## src/rtl/tcp_tx_open_flow_ctrl.sv

```systemverilog
// Active-open TCP connection controller: allocates a flow, sends SYN, waits for
// SYN-ACK with timed retransmission, completes the handshake and reports the result.
module tcp_tx_open_flow_ctrl #(
    parameter int FLOWID_W           = 4,
    parameter int TUPLE_W            = 96,
    parameter int SYN_TIMEOUT_CYCLES = 1000000,
    parameter int MAX_SYN_RETRIES    = 3
) (
    input  logic                clk,
    input  logic                rst_n,
    input  logic                app_open_req_val,
    output logic                app_open_req_rdy,
    input  logic [TUPLE_W-1:0]  app_open_tuple,
    input  logic                flowid_avail,
    input  logic [FLOWID_W-1:0] flowid_alloc_id,
    output logic                flowid_manager_req,
    output logic                flowid_free_val,
    input  logic                flowid_free_rdy,
    output logic                init_state_val,
    input  logic                init_state_rdy,
    output logic                tx_pkt_val,
    input  logic                tx_pkt_rdy,
    output logic [7:0]          tx_pkt_flags,
    input  logic                rx_ctrl_val,
    output logic                rx_ctrl_rdy,
    input  logic [FLOWID_W-1:0] rx_ctrl_flowid,
    input  logic [7:0]          rx_ctrl_flags,
    output logic                app_open_resp_val,
    input  logic                app_open_resp_rdy,
    output logic                app_open_resp_ok,
    output logic [FLOWID_W-1:0] cur_flowid,
    output logic [TUPLE_W-1:0]  cur_tuple,
    output logic                busy
);

    // Widths are floored at 1 so degenerate parameter values still elaborate.
    localparam int TMR_W = (SYN_TIMEOUT_CYCLES > 1) ? $clog2(SYN_TIMEOUT_CYCLES) : 1;
    localparam int RTY_W = (MAX_SYN_RETRIES > 0) ? $clog2(MAX_SYN_RETRIES + 1) : 1;
    localparam logic [TMR_W-1:0] TMR_LOAD = TMR_W'(SYN_TIMEOUT_CYCLES - 1);
    localparam logic [RTY_W-1:0] RTY_MAX  = RTY_W'(MAX_SYN_RETRIES);

    localparam logic [7:0] FLG_SYN    = 8'h02;
    localparam logic [7:0] FLG_ACK    = 8'h10;
    localparam logic [7:0] FLG_SYNACK = 8'h12;

    typedef enum logic [2:0] {
        S_IDLE,
        S_ALLOC,
        S_INIT,
        S_SEND_SYN,
        S_WAIT,
        S_SEND_ACK,
        S_FREE,
        S_RESP
    } state_t;

    state_t              r_state;
    logic [FLOWID_W-1:0] r_flowid;
    logic [TUPLE_W-1:0]  r_tuple;
    logic                r_resp_ok;
    logic [TMR_W-1:0]    r_timer;
    logic [RTY_W-1:0]    r_retry;

    logic w_rx_hit;
    logic w_synack;
    logic w_rst;
    logic w_expired;

    // Packets for other flows or with uninteresting flags are consumed and ignored.
    assign w_rx_hit  = rx_ctrl_val && (rx_ctrl_flowid == r_flowid);
    assign w_synack  = w_rx_hit && (rx_ctrl_flags == FLG_SYNACK);
    assign w_rst     = w_rx_hit && rx_ctrl_flags[2];
    assign w_expired = (r_timer == '0);

    always_ff @(posedge clk or negedge rst_n) begin
        if (!rst_n) begin
            r_state   <= S_IDLE;
            r_flowid  <= '0;
            r_tuple   <= '0;
            r_resp_ok <= 1'b0;
            r_timer   <= '0;
            r_retry   <= '0;
        end else begin
            case (r_state)
                S_IDLE: begin
                    if (app_open_req_val) begin
                        r_tuple   <= app_open_tuple;
                        r_resp_ok <= 1'b0;
                        r_state   <= S_ALLOC;
                    end
                end
                S_ALLOC: begin
                    if (flowid_avail) begin
                        r_flowid <= flowid_alloc_id;
                        r_state  <= S_INIT;
                    end else begin
                        r_resp_ok <= 1'b0;
                        r_state   <= S_RESP;
                    end
                end
                S_INIT: begin
                    if (init_state_rdy) begin
                        r_retry <= '0;
                        r_state <= S_SEND_SYN;
                    end
                end
                S_SEND_SYN: begin
                    if (tx_pkt_rdy) begin
                        r_timer <= TMR_LOAD;
                        r_state <= S_WAIT;
                    end
                end
                S_WAIT: begin
                    // A SYN-ACK in the expiry cycle still completes the handshake.
                    if (w_synack) begin
                        r_state <= S_SEND_ACK;
                    end else if (w_rst) begin
                        r_state <= S_FREE;
                    end else if (w_expired) begin
                        if (r_retry == RTY_MAX) begin
                            r_state <= S_FREE;
                        end else begin
                            r_retry <= r_retry + RTY_W'(1);
                            r_state <= S_SEND_SYN;
                        end
                    end else begin
                        r_timer <= r_timer - TMR_W'(1);
                    end
                end
                S_SEND_ACK: begin
                    if (tx_pkt_rdy) begin
                        r_resp_ok <= 1'b1;
                        r_state   <= S_RESP;
                    end
                end
                S_FREE: begin
                    if (flowid_free_rdy) begin
                        r_resp_ok <= 1'b0;
                        r_state   <= S_RESP;
                    end
                end
                S_RESP: begin
                    if (app_open_resp_rdy) begin
                        r_state <= S_IDLE;
                    end
                end
                default: r_state <= S_IDLE;
            endcase
        end
    end

    assign app_open_req_rdy   = (r_state == S_IDLE);
    assign busy               = (r_state != S_IDLE);
    assign flowid_manager_req = (r_state == S_ALLOC) && flowid_avail;
    assign init_state_val     = (r_state == S_INIT);
    assign tx_pkt_val         = (r_state == S_SEND_SYN) || (r_state == S_SEND_ACK);
    assign tx_pkt_flags       = (r_state == S_SEND_SYN) ? FLG_SYN :
                                (r_state == S_SEND_ACK) ? FLG_ACK : 8'h00;
    assign rx_ctrl_rdy        = (r_state == S_WAIT);
    assign flowid_free_val    = (r_state == S_FREE);
    assign app_open_resp_val  = (r_state == S_RESP);
    assign app_open_resp_ok   = r_resp_ok;
    assign cur_flowid         = r_flowid;
    assign cur_tuple          = r_tuple;

endmodule

```

## config.mk

```make
export PLATFORM = sky130hd
export DESIGN_NAME = tcp_tx_open_flow_ctrl
export DESIGN_NICKNAME = d
export VERILOG_FILES = /design/src/rtl/tcp_tx_open_flow_ctrl.sv
export SDC_FILE = /design/constraint.sdc
export NUM_CORES = 1
export LEC_CHECK = 0
export ABC_AREA = 1
export CORE_UTILIZATION = 44
export CTS_CLUSTER_SIZE = 12
export DETAILED_ROUTE_END_ITERATION = 8
export GPL_TIMING_DRIVEN = 1
export PLACE_DENSITY = 0.81
export SYNTH_ARGS = -nofsm -noshare
export SYNTH_HDL_FRONTEND = slang
export SYNTH_SLANG_ARGS = --single-unit
```

## constraint.sdc

```tcl
create_clock -name clk -period 2.4 [get_ports clk]
set_clock_uncertainty 0.15 [all_clocks]
set_input_delay 0.48 -clock clk [delete_from_list [all_inputs] [get_ports clk]]
set_output_delay 0.48 -clock clk [all_outputs]
set_load 0.005 [all_outputs]
```

==> results.py <==
metrics = {
    "floorplan": {
        "core_area_sq_um": 13240,
        "ios": 238,
        "rows": 42,
        "die_width_um": 118.8,
        "die-height_um": 118.8,
        "initial_utilization": 0.4529,
        "dieArea_sq_um": 14100,
    },
    "logic_synthesis": {
        "synthArstFlopShare": 1.000,
        "netlist_instances": 551,
        "yosys-top-cells-area": "dfrtp_1, mux2_2, mux2_4",
        "netlist.area_leader.share": 0.5257,
        "ys_types": 34,
        "netlist_area_sq_um": 5998,
        "synth_edf_count": 0,
        "syn_area_per_cell_sq_um": 10.89,
        "yosysMostFrequentCell": "nand2_1",
        "ys_seq_area_frac": 0.5257,
        "netlist_top_cells_count": "nand2_1, dfrtp_1, mux2_2",
        "synthFlopType": "dfrtp_1",
        "synth_seq_cells": 126,
        "yosysTopAreaCell": "dfrtp_1",
        "yosysWarnings": 0,
    },
    "clock_tree": {
        "cts_max_level": 4,
        "cts.sink_count": 126,
        "cts.path.max_buffers": 2,
        "cts_tree": "built",
        "clockRootBuffer": "clkbuf_16",
        "path_clk_slew_ns": 0.05,
        "clk_latency_ns": 0.41,
        "numCtsBuffers": 17,
    },
    "finish": {
        "nNetsFinal": 939,
        "syn_to_final_growth_pct": 54.69,
        "diodes": 0,
        "drive_gt1_frac": 0.2203,
        "fin_cells": 1002,
        "finalInstanceArea_sq_um": 9279,
    },
    "sta": {
        "setup_viol": 0,
        "max_slew_margin": 0.4849,
        "maxSlewViolCount": 0,
        "fin_crit_ns": 2.330,
        "min_period_over_period": 0.9707,
        "worst_pin_slew_ns": 0.7718,
        "finalSetupTns_ns": 0,
        "hold_viol_final": 0,
        "clock.fmax_mhz": 429.2,
    },
    "worst_setup_path": {
        "critPathCaptureType": "output port",
        "critPathBufInv": 4,
        "cp-startpoint": "r_state[2]$_DFFE_PN0P_",
        "worstReg2RegStart": "r_timer[0]$_DFFE_PN0P_",
        "regToRegSetupSlack_ns": 0.24,
        "slowest_delay_ns": 0.44,
        "critPathMaxFanout": 4,
        "cp_cell_sequence": "buf_12 > buf_4 > nand2_2 > inv_1 > clkdlybuf4s50_1",
        "r2r_end": "r_timer[14]$_DFFE_PN0P_",
        "path_class": "reg -> out",
        "critPathTopFamily": "buffers and inverters",
        "cp_slowest_cell": "dfrtp_2",
        "cp.arrival_ns": 1.70,
        "cp_data_required_time_ns": 1.77,
        "startpoint_type": "flop",
        "r2r_cells": 9,
    },
    "placement": {
        "post_dp_cell_area_sq_um": 8547,
        "port_buffers": 231,
        "hpwl_mm": 11.65,
        "place_inst": 961,
        "place_congestion": 0.8764,
    },
    "grt": {
        "grt_remaining_overflow": 0,
        "grt_pass1_wl_mm": 25.90,
        "track_usage": 0.2376,
        "antenna_found_initial": 0,
        "grt_max_degree": 40,
        "grt_pass1_vias": 5227,
    },
    "routing": {
        "firstDrtPassIters": 5,
        "drt_iter0_drc": 296,
        "routed_wl_mm": 16.13,
        "num_vias": 4954,
        "ant_nets": 0,
        "route.detailed.drc": 0,
        "wire_per_inst_um": 16.10,
        "viasPerCell": 4.944,
    },
    "hold_path": {
        "holdPathStages": 2,
        "hp-start": "r_retry[1]$_DFFE_PN0P_",
        "min_to": "r_retry[1]$_DFFE_PN0P_",
        "hold_path_class": "reg -> reg",
    },
    "power": {
        "total_power_w": 0.01199,
        "ir_worst_vdd_mv": 0.7723,
        "leakagePower_nw": 4.237,
        "p_per_area_nw_per_um2": 1292,
    },
    "job": {
        "maxCapViolCount": 0,
    },
    "run_status": {
        "outcome": "complete, no violations",
    },
}
## kinds of logic (layout without fill, tap and decap cells)
logic type               Yosys count  count (layout)  share of synthesized area
AND/OR/NAND/NOR                  249             249                     0.1798
AO/OA/AOI/OAI                     13              13                    0.01168
buffers and inverters             54             324                    0.05757
flip-flops                       126             126                     0.5257
XOR/XNOR                           9               9                    0.01314
multiplexers                      96              96                     0.2053
other                              1               6                  0.0006252
adder cells (fa/ha/maj)            3               3                   0.006258
## worst max-delay path by stage
stage | to | slack, ns | depth (start not counted)
3_5_place_dp | r_timer[15]$_DFFE_PN0P_ | -0.45 | 11
4_1_cts | tx_pkt_flags[1] | 0.006 | 3
3_3_place_gp | r_timer[19]$_DFFE_PN0P_ | -0.38 | 11
2_1_floorplan | cur_tuple[0]$_DFFE_PN0P_ | 0.53 | 8
6_report | tx_pkt_flags[4] | 0.07 | 5
5_1_grt | flowid_free_val | -0.01 | 4
## routing by layer
layer | up-vias | routed length, um | GRT usage
met4 | 0 | 437 | 0.09019
met1 | 2399 | 6055 | 0.2613
met3 | 33 | 1234 | 0.08929
met2 | 203 | 8402 | 0.4145
li1 | 2319 | - | -
met5 | - | 0 | 0
## cells in the final DEF (no fill, tap or decap), drive strengths merged
cell,netlist,final
bufinv,0,3
buf,21,31
conb,1,6
dlygate4sd3,0,1
nor3,7,7
dlygate4sd2,0,6
a22oi,1,1
nand4,6,6
and3,1,1
xor2,3,3
nand3b,2,2
nand3,25,25
nand2,144,144
nor2,56,56
o21ai,8,8
a21oi,3,3
clkdlybuf4s50,0,222
clkbuf,1,24
dfrtp,126,126
clkinv,1,4
o31ai,1,1
mux2,96,96
or2,8,8
ha,3,3
inv,31,31
dlymetal6s2s,0,2
xnor2,6,6
## state kept, by name (all words and copies together), names as in the netlist
name / count
cur_tuple: 96
r_timer: 20
cur_flowid: 4
r_state: 3
r_retry: 2
app_open_resp_ok: 1
## repair_timing
| item | 4_1_cts | 5_1_grt |
|---|---|---|
| buffers inserted | 6 | 5 |
| resized for setup | 19 | 4 |
| hold buffers | 1 | 0 |
| pin swaps | 2 | 2 |
| gates cloned | 0 | 0 |
| endpoints found under the hold margin | 35 | 0 |
| endpoints found under the setup margin | 29 | 4 |
## per-stage QoR
stage,utilization,hold slack (ns),worst slack (ns)
after floorplan,-,0.03441,0.5266
after global placement,0.6454,0.3099,-0.3780
after detailed placement,0.6454,0.3302,-0.4463
after CTS,0.6975,0.3427,0.005618
after global routing,0.7007,0.3710,-0.01224
final,0.7007,0.3400,0.07023
## report_power, final
group / switching [W] / internal, W / total, W
Clock: 0.000884 / 0.00170 / 0.00259
Combinational: 0.00217 / 0.00338 / 0.00555
Sequential: 0.000683 / 0.00317 / 0.00385
## layout make-up
| type | count | area, sq um |
|---|---|---|
| fill | 936 | 3964 |
| sequential | 126 | 3157 |
| timing repair buffer | 262 | 2634 |
| multi-input combinational | 376 | 2551 |
| clock buffer | 24 | 481.7 |
| tap | 176 | 220.2 |
| inverter | 32 | 126.4 |
| clock inverter | 6 | 108.9 |
## tightest hold or removal path: cells and delay by family (launching register included)
family           cells  cell delay [ns]
flip-flops           1             0.35
AND/OR/NAND/NOR      2             0.11
Note: power is estimated with default switching activity, not from simulation.
